[src/rtl/window_reducer.sv]
`default_nettype none
// ============================================================================
// Module      : window_reducer
// Description : Reduces fixed-length windows of a sample stream into one
//               result (wrap-around sum or signed maximum). Publishes the last
//               completed window result and a count of completed windows.
// Revision    : 1.0 - initial release
// ============================================================================
module window_reducer #(
  parameter int DATA_W   = 32,
  parameter int PERIOD_W = 16,
  parameter int DELAY_W  = 7
) (
  input  logic                clk,
  input  logic                rst,
  input  logic                running,
  input  logic                run,
  input  logic [DATA_W-1:0]   in0,
  input  logic [PERIOD_W-1:0] period,
  input  logic                mode,
  input  logic [DELAY_W-1:0]  delay0,
  output logic [DATA_W-1:0]   out0,
  output logic [DATA_W-1:0]   out1
);

  typedef enum logic [1:0] {
    S_IDLE  = 2'd0,
    S_DELAY = 2'd1,
    S_ACCUM = 2'd2
  } state_t;

  localparam logic [PERIOD_W-1:0] c_PERIOD_ONE = PERIOD_W'(1);
  localparam logic [DELAY_W-1:0]  c_DELAY_ONE  = DELAY_W'(1);

  state_t              r_state;
  state_t              w_state_nxt;
  logic [DELAY_W-1:0]  r_dcnt;
  logic [PERIOD_W-1:0] r_scnt;
  logic [PERIOD_W-1:0] r_period;
  logic                r_mode;
  logic [DATA_W-1:0]   r_acc;
  logic [DATA_W-1:0]   r_out0;
  logic [DATA_W-1:0]   r_out1;

  logic [PERIOD_W-1:0] w_period_eff;
  logic                w_first;
  logic                w_last;
  logic [DATA_W-1:0]   w_nxt;

  assign out0 = r_out0;
  assign out1 = r_out1;

  // A zero window length behaves as a one-sample window.
  assign w_period_eff = (r_period == '0) ? c_PERIOD_ONE : r_period;
  assign w_first      = (r_scnt == '0);
  assign w_last       = (r_scnt == (w_period_eff - c_PERIOD_ONE));

  // Reduction step: first sample seeds the window, later samples fold in.
  always_comb begin
    w_nxt = in0;
    if (!w_first) begin
      if (r_mode) begin
        // Ties keep the accumulator.
        w_nxt = ($signed(in0) > $signed(r_acc)) ? in0 : r_acc;
      end else begin
        w_nxt = r_acc + in0;
      end
    end
  end

  // State register.
  always_ff @(posedge clk or negedge rst) begin
    if (!rst) begin
      r_state <= S_IDLE;
    end else begin
      r_state <= w_state_nxt;
    end
  end

  // Next-state logic: run always re-arms; otherwise advance only when running.
  always_comb begin
    w_state_nxt = r_state;
    if (run) begin
      w_state_nxt = (delay0 != '0) ? S_DELAY : S_ACCUM;
    end else if (running) begin
      case (r_state)
        S_DELAY: begin
          // Count of zero cannot normally occur here; treat it as expired.
          if (r_dcnt <= c_DELAY_ONE) begin
            w_state_nxt = S_ACCUM;
          end
        end
        S_ACCUM: w_state_nxt = S_ACCUM;
        default: w_state_nxt = S_IDLE;
      endcase
    end
  end

  // Datapath: config latch, delay/sample counters, accumulator and outputs.
  always_ff @(posedge clk or negedge rst) begin
    if (!rst) begin
      r_dcnt   <= '0;
      r_scnt   <= '0;
      r_period <= '0;
      r_mode   <= 1'b0;
      r_acc    <= '0;
      r_out0   <= '0;
      r_out1   <= '0;
    end else if (run) begin
      // Re-arm: any window in flight is abandoned without publishing.
      r_period <= period;
      r_mode   <= mode;
      r_dcnt   <= delay0;
      r_scnt   <= '0;
      r_acc    <= '0;
      r_out0   <= '0;
      r_out1   <= '0;
    end else if (running) begin
      case (r_state)
        S_DELAY: begin
          r_dcnt <= r_dcnt - c_DELAY_ONE;
        end
        S_ACCUM: begin
          if (w_last) begin
            // Accumulator is left as is; the next sample reseeds it.
            r_out0 <= w_nxt;
            r_out1 <= r_out1 + DATA_W'(1);
            r_scnt <= '0;
          end else begin
            r_acc  <= w_nxt;
            r_scnt <= r_scnt + c_PERIOD_ONE;
          end
        end
        default: begin
        end
      endcase
    end
  end

endmodule
`default_nettype wire

[config.mk]
export PLATFORM = sky130hd
export DESIGN_NAME = window_reducer
export DESIGN_NICKNAME = d
export VERILOG_FILES = /design/src/rtl/window_reducer.sv
export SDC_FILE = /design/constraint.sdc
export NUM_CORES = 1
export LEC_CHECK = 0
export BUFFER_PORTS_ARGS = -buffer_cell sky130_fd_sc_hd__buf_4
export CELL_PAD_IN_SITES_DETAIL_PLACEMENT = 0
export CELL_PAD_IN_SITES_GLOBAL_PLACEMENT = 1
export CORE_MARGIN = 2
export CORE_UTILIZATION = 45
export DETAILED_ROUTE_END_ITERATION = 10
export PLACE_DENSITY = 0.86
export RECOVER_POWER = 100
export SETUP_SLACK_MARGIN = 0.05
export SLEW_MARGIN = 20
export SYNTH_ARGS = -nofsm -noshare
export SYNTH_HDL_FRONTEND = slang
export SYNTH_SLANG_ARGS = --single-unit
[constraint.sdc]
create_clock -name clk -period 4.96 [get_ports clk]
set_input_delay 0.992 -clock clk [delete_from_list [all_inputs] [get_ports clk]]
set_output_delay 0.992 -clock clk [all_outputs]
set_load 0.05 [all_outputs]
==> impl_metrics.py <==
metrics = {
    "grt": {
        "grt_pass1_vias": 9155,
        "overflow": 0,
        "antenna_found_initial": 0,
        "grt_first_pass_wirelength_mm": 49.0,
        "track_usage_pct": 25.6,
        "grt_start_max_net_pins": 74,
    },
    "power_and_ir_drop": {
        "combPwrFrac_pct": 25.3,
        "sequentialPowerShare_pct": 36.2,
        "vdd.ir_drop.worst_v": 0.000221,
        "p_int_mw": 2.30,
        "p_clk_share_pct": 38.5,
        "swShare_pct": 33.7,
        "finalPower_mw": 3.48,
        "p_per_area_mw_per_mm2": 294,
        "p_switching_mw": 1.17,
        "leakagePower_nw": 5.08,
    },
    "route": {
        "dr.first_iter.drc_count": 630,
        "finalWirelength_mm": 30.3,
        "viasPerCell": 5.91,
        "dr_total_vias": 9508,
        "dr.pass1.iters": 5,
        "wl_per_cell_um": 18.8,
        "drcViolationCount": 0,
        "antenna_left": 0,
    },
    "synthesis": {
        "synth_top_area_share_pct": 33.7,
        "syn-num-nets": 1342,
        "ys_ff_latch": 138,
        "netlist-cell-type-count": 67,
        "avgSynthCellArea_um2": 8.47,
        "synth_top_cells_by_area": "dfrtp_1, ha_1, xnor2_1, nor2_1, mux2_2",
        "synth_ff_type": "dfrtp_1",
        "yosysWarningCount": 0,
        "syn-cell-area_mm2": 0.0102,
        "synth_edf_count": 0,
        "yosysTopAreaCell": "dfrtp_1",
        "async_flop_share_pct": 100,
        "synthCells": 1210,
        "synth_seq_area_share_pct": 33.7,
    },
    "timing": {
        "fin_ws_ns": 0.383,
        "maxSlewHeadroom_pct": -128,
        "slew_violations": 133,
        "finalHoldViolCount": 0,
        "period_minus_slack_ns": 4.58,
        "timing.hold.ws_ns": 0.476,
        "fin_crit_sh_pct": 92.3,
        "rsz0062_at_grt": "false",
        "finalSetupTns_ns": 0,
        "setup_viol": 0,
        "fin_skew_ns": 0.00887,
        "worst_pin_slew_ns": 3.43,
        "max_freq_mhz": 218,
    },
    "cts": {
        "cts_buffers": 17,
        "path_clk_slew_ns": 0.07,
        "cts_sinks": 138,
        "cts_root_buf": "clkbuf_16",
        "cts_tree": "built",
        "worstSkewPairLatency_ns": 0.43,
        "htreeDepth": 4,
        "clk_path_buf_depth": 2,
        "cts_resized": 0,
        "cts_hold_buf": 0,
        "post_cts_buffers": 0,
    },
    "place": {
        "dpl_cell_area_mm2": 0.0115,
        "hpwlAfterDp_mm": 21.9,
        "post-place-ws_ns": 0.536,
        "globalplace.congestion": 0.902,
        "dp.cells": 1578,
        "port-buffer-count": 123,
    },
    "finish": {
        "finalInstanceArea_mm2": 0.0118,
        "areaGrowthSynthToFinish_pct": 15.5,
        "final_nets": 1444,
        "final_core_util_pct": 52.6,
        "final_layout_size_suffix_gt1_share_pct": 12.0,
        "fin_cells": 1609,
        "antenna_cells": 0,
    },
    "worst_hold_path": {
        "hold_class": "register to register",
    },
    "floorplanning": {
        "start_util_pct": 45.5,
        "io_pins": 124,
        "die_w_um": 155,
        "rows": 55,
        "die_h_um": 155,
        "coreArea_mm2": 0.0225,
        "die_area_mm2": 0.0240,
    },
    "outcome": {
        "failed_checks": "max-capacitance violations, max-slew violations",
        "outcome": "finished, violations left",
    },
    "setup_path": {
        "path_cells": "or4_1 -> nor4_2 -> buf_4 -> a21oi_1 -> ha_1 -> xnor2_1 -> a221o_1 -> nor3_1 -> nand4_1 -> nor3_2 -> a31oi_4 -> or4_1 -> or3_1 -> a21oi_1",
        "cp.arrival_ns": 4.92,
        "cp_slowest_stage_delay_ns": 0.68,
        "cp-start-kind": "register",
        "worstPathMaxFanout": 7,
        "cp_top_family": "simple AND/OR/NAND/NOR gates",
        "crit_required_ns": 5.30,
        "worst-path-buf-inv": 1,
        "endpoint_kind": "register",
        "crit_type": "register to register",
        "worst-r2r-setup-slack_ns": 0.38,
        "critPathSlowestCell": "or4_1",
    },
    "flow_run": {
        "drv_cap": 2,
    },
}
## final timing paths
kind / start / cells past startpoint / end
max in group asynchronous: rst / 2 / out0[5]$_DFFE_PN0P_
max: r_period[4]$_DFFE_PN0P_ / 14 / out1[21]$_DFFE_PN0P_
min in group asynchronous: rst / 1 / out0[22]$_DFFE_PN0P_
min: out0[4]$_DFFE_PN0P_ / 2 / out0[4]$_DFFE_PN0P_
min reg2reg: out0[4]$_DFFE_PN0P_ / 2 / out0[4]$_DFFE_PN0P_
max reg2reg: r_period[4]$_DFFE_PN0P_ / 14 / out1[21]$_DFFE_PN0P_
## power groups by stage
stage,logic [mW],clock network [mW],registers [mW]
finish,0.880,1.34,1.26
global route,0.974,1.41,1.27
detailed placement,0.888,0,1.28
global placement,0.881,0,1.28
CTS,0.894,1.36,1.26
floorplan,0.560,0,1.31
## cell type report
type                            count  area, µm²
Clock inverter                     12        155
Tap cell                          285        357
Inverter                           78        293
Fill cell                        2189      10700
Sequential cell                   138       3450
Multi-Input combinational cell    929       6270
Clock buffer                       19        453
Timing Repair Buffer              148        850
## placed cells by master (no fill, tap or decap), drive strengths merged, types with 10 or more instances in the layout
cell type,synthesis,final
dfrtp,138,138
nor2,116,116
nand2,100,100
clkbuf,58,91
inv,78,85
buf,7,75
ha,71,71
a21oi,70,70
o21ai,59,59
xnor2,52,52
o31ai,36,36
nand3,34,34
mux2,34,34
nor3,34,34
nor4,33,33
xor2,17,17
nand2b,16,16
nand4,15,15
a211oi,14,14
a31oi,14,14
or3,13,13
and3,13,13
nand3b,13,13
a221oi,12,12
or4,11,11
nor2b,11,11
a21o,10,10
nor3b,10,10
o211a,10,10
## registers in the layout, summed over array words and instances, names as in the netlist
| register | count |
|---|---|
| out1 | 32 |
| r_mode | 1 |
| r_state | 2 |
| r_scnt | 16 |
| r_period | 16 |
| r_dcnt | 7 |
| out0 | 32 |
| r_acc | 32 |
## logic make-up (layout without fill, tap and decap cells)
| kind of cell | count (synthesis) | in the layout | share of synthesized area (%) |
|---|---|---|---|
| DFF | 138 | 138 | 33.7 |
| adders and majority gates | 72 | 72 | 8.87 |
| xor gates and xnor gates | 69 | 69 | 5.90 |
| buffers and inverters | 143 | 257 | 5.29 |
| muxes | 38 | 38 | 4.13 |
| AOI/OAI and AO/OA | 303 | 303 | 19.9 |
| and+or+nand+nor | 447 | 447 | 22.2 |
## synthesized netlist by cell type (10+ instances only)
library cell and count:
a21o_1 10, mux2_2 34, ha_1 71, a211oi_1 14, dfrtp_1 138, inv_1 78
a31oi_1 14, o211a_1 10, nand2_1 100, nand3_1 34, or4_1 10, nor3_1 33
nor2b_1 11, o21ai_0 59, nor2_1 116, a221oi_1 12, nand4_1 15, or3_1 13
nand3b_1 13, a21oi_1 70, nand2b_1 16, xnor2_1 52, nor4_1 32, o31ai_1 36
nor3b_1 10, clkbuf_1 58, xor2_1 17, and3_1 13
## tightest hold or removal path, stage by stage, from the launching register on
cell     delay, ns
dfrtp_1       0.34
nand2_1       0.05
o31ai_1       0.05
## metal layers
layer | part of all wire [%] | up-vias | track usage, % | wire, µm
met4 | 1.9 | 0 | 7.45 | 568
met1 | 47 | 4629 | 35.9 | 14300
met3 | 4.6 | 35 | 3.59 | 1390
met2 | 46 | 244 | 41.5 | 14100
met5 | 0 | - | 0 | 0
li1 | - | 4600 | - | -
No activity file was read; power rests on OpenSTA's default activity.
